[config.mk]
export PLATFORM = sky130hd
export DESIGN_NAME = seg_display_mux
export DESIGN_NICKNAME = d
export VERILOG_FILES = /design/src/rtl/seg_display_mux.sv
export SDC_FILE = /design/constraint.sdc
export NUM_CORES = 1
export LEC_CHECK = 0
export BUFFER_PORTS_ARGS = -buffer_cell sky130_fd_sc_hd__buf_4
export CAP_MARGIN = 5
export CORE_MARGIN = 4
export CORE_UTILIZATION = 35
export CTS_CLUSTER_SIZE = 8
export DETAILED_ROUTE_END_ITERATION = 16
export HOLD_SLACK_MARGIN = 0.03
export SLEW_MARGIN = 20
export SYNTH_ARGS = -nofsm -noshare
export SYNTH_HDL_FRONTEND = slang
export SYNTH_SLANG_ARGS = --single-unit
[constraint.sdc]
create_clock -name clk -period 3 [get_ports clk]
set_input_delay 0.3 -clock clk [delete_from_list [all_inputs] [get_ports clk]]
set_output_delay 0.3 -clock clk [all_outputs]
set_load 0.005 [all_outputs]
[src/rtl/seg_display_mux.sv]
// seg_display_mux: parametrised multiplexed seven-segment driver.
// Shows a WIDTH-bit number in hex, or in unsigned decimal through a sequential
// double-dabble converter. Supports decimal overflow indication, per-digit
// decimal points, leading-zero blanking and a global blank ("empty") input.
// All outputs are registered and active-low, so they can drive board pins directly.
module seg_display_mux #(
    parameter int DIGITS       = 4,
    parameter int WIDTH        = 16,
    parameter int REFRESH_BITS = 16
) (
    input  logic              clk,
    input  logic              rst,
    input  logic [WIDTH-1:0]  number,
    input  logic              mode,
    input  logic              blank_lz,
    input  logic [DIGITS-1:0] dp,
    input  logic              empty,
    output logic [6:0]        seg,
    output logic              dp_out,
    output logic [DIGITS-1:0] an,
    output logic              busy
);

    localparam int BCD_W = 4 * DIGITS;
    localparam int PAD_W = (WIDTH > BCD_W) ? WIDTH : BCD_W;
    localparam int CNT_W = (WIDTH > 1) ? $clog2(WIDTH) : 1;
    localparam int IDX_W = (DIGITS > 1) ? $clog2(DIGITS) : 1;

    localparam logic [1:0] ST_IDLE    = 2'd0;
    localparam logic [1:0] ST_CONV    = 2'd1;
    localparam logic [1:0] ST_PUBLISH = 2'd2;

    logic [1:0]              state_q, state_d;
    logic [WIDTH-1:0]        shadow_q, shadow_d;
    logic                    mode_sh_q, mode_sh_d;
    logic [CNT_W-1:0]        cnt_q, cnt_d;
    logic [BCD_W-1:0]        bcd_q, bcd_d;
    logic                    conv_ovf_q, conv_ovf_d;
    logic [BCD_W-1:0]        digits_q, digits_d;
    logic                    ovf_q, ovf_d;
    logic [REFRESH_BITS-1:0] prescaler_q, prescaler_d;
    logic [IDX_W-1:0]        index_q, index_d;
    logic [6:0]              seg_q, seg_d;
    logic                    dp_out_q, dp_out_d;
    logic [DIGITS-1:0]       an_q, an_d;

    logic [BCD_W-1:0]        bcd_adj;
    logic [PAD_W-1:0]        padded;
    logic [3:0]              cur_digit;
    logic                    cur_dp;
    logic                    cur_blank;
    logic                    zero_run;

    // Active-low seven-segment pattern (gfedcba) for one hex digit
    function automatic logic [6:0] seg_code(input logic [3:0] v);
        logic [6:0] code;
        case (v)
            4'h0: code = 7'h40;
            4'h1: code = 7'h79;
            4'h2: code = 7'h24;
            4'h3: code = 7'h30;
            4'h4: code = 7'h19;
            4'h5: code = 7'h12;
            4'h6: code = 7'h02;
            4'h7: code = 7'h78;
            4'h8: code = 7'h00;
            4'h9: code = 7'h10;
            4'hA: code = 7'h08;
            4'hB: code = 7'h03;
            4'hC: code = 7'h46;
            4'hD: code = 7'h21;
            4'hE: code = 7'h06;
            default: code = 7'h0E;
        endcase
        return code;
    endfunction

    // Double-dabble correction: every BCD nibble of 5 or more gets +3 before the shift
    always_comb begin
        bcd_adj = '0;
        for (int i = 0; i < DIGITS; i++) begin
            if (bcd_q[4*i +: 4] >= 4'd5) begin
                bcd_adj[4*i +: 4] = bcd_q[4*i +: 4] + 4'd3;
            end else begin
                bcd_adj[4*i +: 4] = bcd_q[4*i +: 4];
            end
        end
    end

    // Converter FSM: capture, optional WIDTH-step decimal conversion, then publish
    always_comb begin
        state_d    = state_q;
        shadow_d   = shadow_q;
        mode_sh_d  = mode_sh_q;
        cnt_d      = cnt_q;
        bcd_d      = bcd_q;
        conv_ovf_d = conv_ovf_q;
        digits_d   = digits_q;
        ovf_d      = ovf_q;
        padded     = '0;
        case (state_q)
            ST_IDLE: begin
                shadow_d   = number;
                mode_sh_d  = mode;
                cnt_d      = '0;
                bcd_d      = '0;
                conv_ovf_d = 1'b0;
                state_d    = mode ? ST_CONV : ST_PUBLISH;
            end
            ST_CONV: begin
                bcd_d    = {bcd_adj[BCD_W-2:0], shadow_q[WIDTH-1]};
                shadow_d = shadow_q << 1;
                if (bcd_adj[BCD_W-1]) begin
                    conv_ovf_d = 1'b1;
                end
                cnt_d = cnt_q + CNT_W'(1);
                if (cnt_q == CNT_W'(WIDTH - 1)) begin
                    state_d = ST_PUBLISH;
                end
            end
            ST_PUBLISH: begin
                if (mode_sh_q) begin
                    digits_d = bcd_q;
                    ovf_d    = conv_ovf_q;
                end else begin
                    padded   = PAD_W'(shadow_q);
                    digits_d = padded[BCD_W-1:0];
                    ovf_d    = 1'b0;
                end
                state_d = ST_IDLE;
            end
            default: begin
                state_d = ST_IDLE;
            end
        endcase
    end

    // Free-running prescaler; the scan index steps once per prescaler wrap
    always_comb begin
        prescaler_d = prescaler_q + REFRESH_BITS'(1);
        index_d     = index_q;
        if (&prescaler_q) begin
            if (index_q == IDX_W'(DIGITS - 1)) begin
                index_d = '0;
            end else begin
                index_d = index_q + IDX_W'(1);
            end
        end
    end

    // Pick the current digit and decide what the pins show this cycle
    always_comb begin
        cur_digit = '0;
        cur_dp    = 1'b0;
        cur_blank = 1'b0;
        zero_run  = 1'b1;
        for (int i = DIGITS - 1; i >= 0; i--) begin
            zero_run = zero_run & (digits_q[4*i +: 4] == 4'd0);
            if (index_q == IDX_W'(i)) begin
                cur_digit = digits_q[4*i +: 4];
                cur_dp    = dp[i];
                cur_blank = zero_run && (i != 0);
            end
        end
        an_d     = '1;
        seg_d    = 7'h7F;
        dp_out_d = 1'b1;
        if (!empty) begin
            for (int i = 0; i < DIGITS; i++) begin
                an_d[i] = (index_q != IDX_W'(i));
            end
            dp_out_d = ~cur_dp;
            if (ovf_q) begin
                seg_d = 7'h3F;
            end else if (blank_lz && cur_blank) begin
                seg_d = 7'h7F;
            end else begin
                seg_d = seg_code(cur_digit);
            end
        end
    end

    // State registers; reset drops any conversion in flight and blanks the display
    always_ff @(posedge clk or negedge rst) begin
        if (!rst) begin
            state_q     <= ST_IDLE;
            shadow_q    <= '0;
            mode_sh_q   <= 1'b0;
            cnt_q       <= '0;
            bcd_q       <= '0;
            conv_ovf_q  <= 1'b0;
            digits_q    <= '0;
            ovf_q       <= 1'b0;
            prescaler_q <= '0;
            index_q     <= '0;
            seg_q       <= 7'h7F;
            dp_out_q    <= 1'b1;
            an_q        <= '1;
        end else begin
            state_q     <= state_d;
            shadow_q    <= shadow_d;
            mode_sh_q   <= mode_sh_d;
            cnt_q       <= cnt_d;
            bcd_q       <= bcd_d;
            conv_ovf_q  <= conv_ovf_d;
            digits_q    <= digits_d;
            ovf_q       <= ovf_d;
            prescaler_q <= prescaler_d;
            index_q     <= index_d;
            seg_q       <= seg_d;
            dp_out_q    <= dp_out_d;
            an_q        <= an_d;
        end
    end

    assign seg    = seg_q;
    assign dp_out = dp_out_q;
    assign an     = an_q;
    assign busy   = (state_q == ST_CONV);

endmodule

==> run metrics <==
drt total wl=8960 um; clk slew on worst S/H paths=0.06 ns; total grt overflow=0; Rel. slew slack=35.5%; CTS tree=yes; post-DP HPWL=6150 um; sequential share of power=42.3%; Post-Syn Nets=483; Num Clock Sinks=87; prevailing post-synth register cell=dfrtp_1; die height=122 um; IO buf count=37; maximum vdd drop=0.438 mV; via count=3,144; commonest cells after routing, fill and taps aside=75 x dfrtp_1, 64 x nand2_1, 51 x o21ai_0, 42 x buf_4, 36 x mux2i_1; H-tree levels=3; Nets=513; Distinct cells, synth=52; Ant. Diodes=0; async set or reset register ratio after synthesis=100%; pin count of the biggest net entering global routing=77; critical path's slowest cell=a31oi_1; I/O pins=38; flop-to-flop setup slack=0.35 ns; Crit path arrival time=2.91 ns; r2r endpoint=seg[6]; Leak=0.00238 uW; first-pass GRT wire length=15,400 um; Routed WL per cell=13.9 um; most common cell after layout, fill and taps aside=dfrtp_1; post-synthesis sequential area ratio=48.3%; Reg area=0.00219 mm2; die area=0.0148 mm2; Yosys warning count=0; CP Max Fanout=13; Synth-to-Final Area Change=15.5%; Clk Latency, worst-skew pair=0.34 ns; Hold Buf Count CTS=0; final hold vios=0; Worst Reg-to-Reg Cells=9; Initial Utilization=35.8%; Clock Power Share=23.5%; GPL Wtd Cong=0.823; Core ar.=0.0127 mm2; Seq cells post-synth=87; WP data required=3.26 ns; Hold Worst Slack=0.0887 ns; crit-path leading delay family=adder cells; Critical Path Start Type=register; cell area after synthesis=0.00454 mm2; DR pass1 iterations=4; DIE WIDTH=122 um; deepest clock path buffer count=2; crit path buf inv count=2; kind of path behind the tightest hold check=in -> async; measured slew at the worst slew-check pin=0.968 ns; area of the multi-input gates=0.00215 mm2; run status=complete, no violations; Worst Clk Skew=0.00660 ns; share of layout cells above drive strength 1=18.6%; clk root buf=clkbuf_16; DRC viols=0; max-cap viol count=0; # resized after CTS=0; Post-CTS Setup Inserts=0; r2r startpoint=index_q[0]; GRT Overall Usage=13.0%; setup TNS=0 ns; PD cells=900 mW/mm2; Inserted Clock Buffers=9; Highest Clock Rate=377 MHz; vias in the first global route=3,149; CP Cell Sequence=inv_1 -> ha_1 -> nor2_1 -> a31oi_1 -> inv_1 -> ha_1 -> mux2_1 -> a21oi_2 -> o21bai_2; Syn Inst Count=438; synth top area cells=dfrtp_1 41%, mux2i_1 7.9%, dfstp_2 7.0%, o21ai_0 5.6%, ha_1 5.5%; Max Slew Vio Count=0; Worst Setup Path Type=reg -> reg; drt via density=4.87; switch share=36.4%; total internal power=3000 uW; FP Rows=41; Comb power frac=34.3%; Antenna Nets Post-Route=0; RSZ-0062 raised after global routing=false; Worst path max stage delay=0.45 ns; Final period util=88.4%; initial DRC count=222; Post-synth EDFFs=0; Synth top area share=41.4%; min Tclk post-route=2.65 ns; number of fill cells=1,242; post-synthesis area per instance=10.4 um2; cell taking the most area after synthesis=dfrtp_1; initial antenna violation count=0; final setup fails=0; Switch Pwr=1710 uW; CP Capture Type=register
## cell usage after synthesis, drive strengths merged, types with 3 or more instances
cell type / instances
dfrtp: 75
nand2: 65
o21ai: 52
mux2i: 36
ha: 20
inv: 17
nor2: 16
xnor2: 15
a21oi: 13
clkbuf: 12
dfstp: 12
nand2b: 12
buf: 11
nand3: 9
a22o: 8
xor2: 7
and3: 6
nand3b: 5
nor2b: 5
nor3: 5
nor3b: 5
mux2: 4
o31ai: 4
a211oi: 3
and4: 3
## power groups by stage
stage          clock (uW)  combinational (uW)  sequential [uW]
2_1_floorplan           0                1310             1830
3_3_place_gp            0                1570             2000
3_5_place_dp            0                1620             2010
4_1_cts              1140                1640             1990
5_1_grt              1200                1850             2060
6_report             1110                1620             1990
## layout make-up
type | count | area share [%]
flip-flops and latches | 87 | 41.8
multi-input cells | 311 | 41.1
repair buffers | 42 | 6.02
clock buffers | 11 | 4.63
well taps | 172 | 4.11
inverters | 17 | 1.22
clock inverters | 5 | 1.10
## state kept, by name, summed over array words and instances (netlist names), 2 cells and up
signal and cells:
seg 7, an 4, index_q 2, prescaler_q 16
shadow_q 16, digits_q 16, bcd_q 16, state_q 2
cnt_q 4
## how the worst max path moves through the flow
stage          endpoint       start  cells after the start
6_report         seg[6]  index_q[0]                      9
5_1_grt          seg[6]  index_q[0]                      9
4_1_cts          seg[6]  index_q[0]                      9
3_5_place_dp     seg[6]  index_q[0]                      9
3_3_place_gp     seg[6]  index_q[0]                      9
2_1_floorplan    seg[6]  index_q[0]                     10
## metrics by stage
stage               area, um2  total power (uW)  setup WS (ns)  utilization, %  std cells
CTS                      5240              4770          0.342            41.3        645
floorplan                4540              3130          0.753               -        438
global placement         4940              3570          0.482            39.0        629
finish                   5240              4720          0.349            41.3        645
global route             5240              5100         0.0705            41.3        645
detailed placement       4940              3630          0.363            39.0        629
## cell families after synthesis
group                    after synthesis  share of synthesized area [%]
AO/OA/AOI/OAI                         91                           13.1
XOR/XNOR                              22                           4.25
adder cells (fa/ha/maj)               20                           5.52
buffers and inverters                 40                           4.22
flip-flops                            87                           48.3
multiplexers                          40                           9.10
AND/OR/NAND/NOR                      138                           15.5
## layer usage
layer | global-route usage [%] | routed length [um]
met5 | 0 | 0
met3 | 3.34 | 407
met2 | 19.6 | 3900
met1 | 18.3 | 4520
met4 | 4.27 | 132
Power figures use the tool's default switching activity.
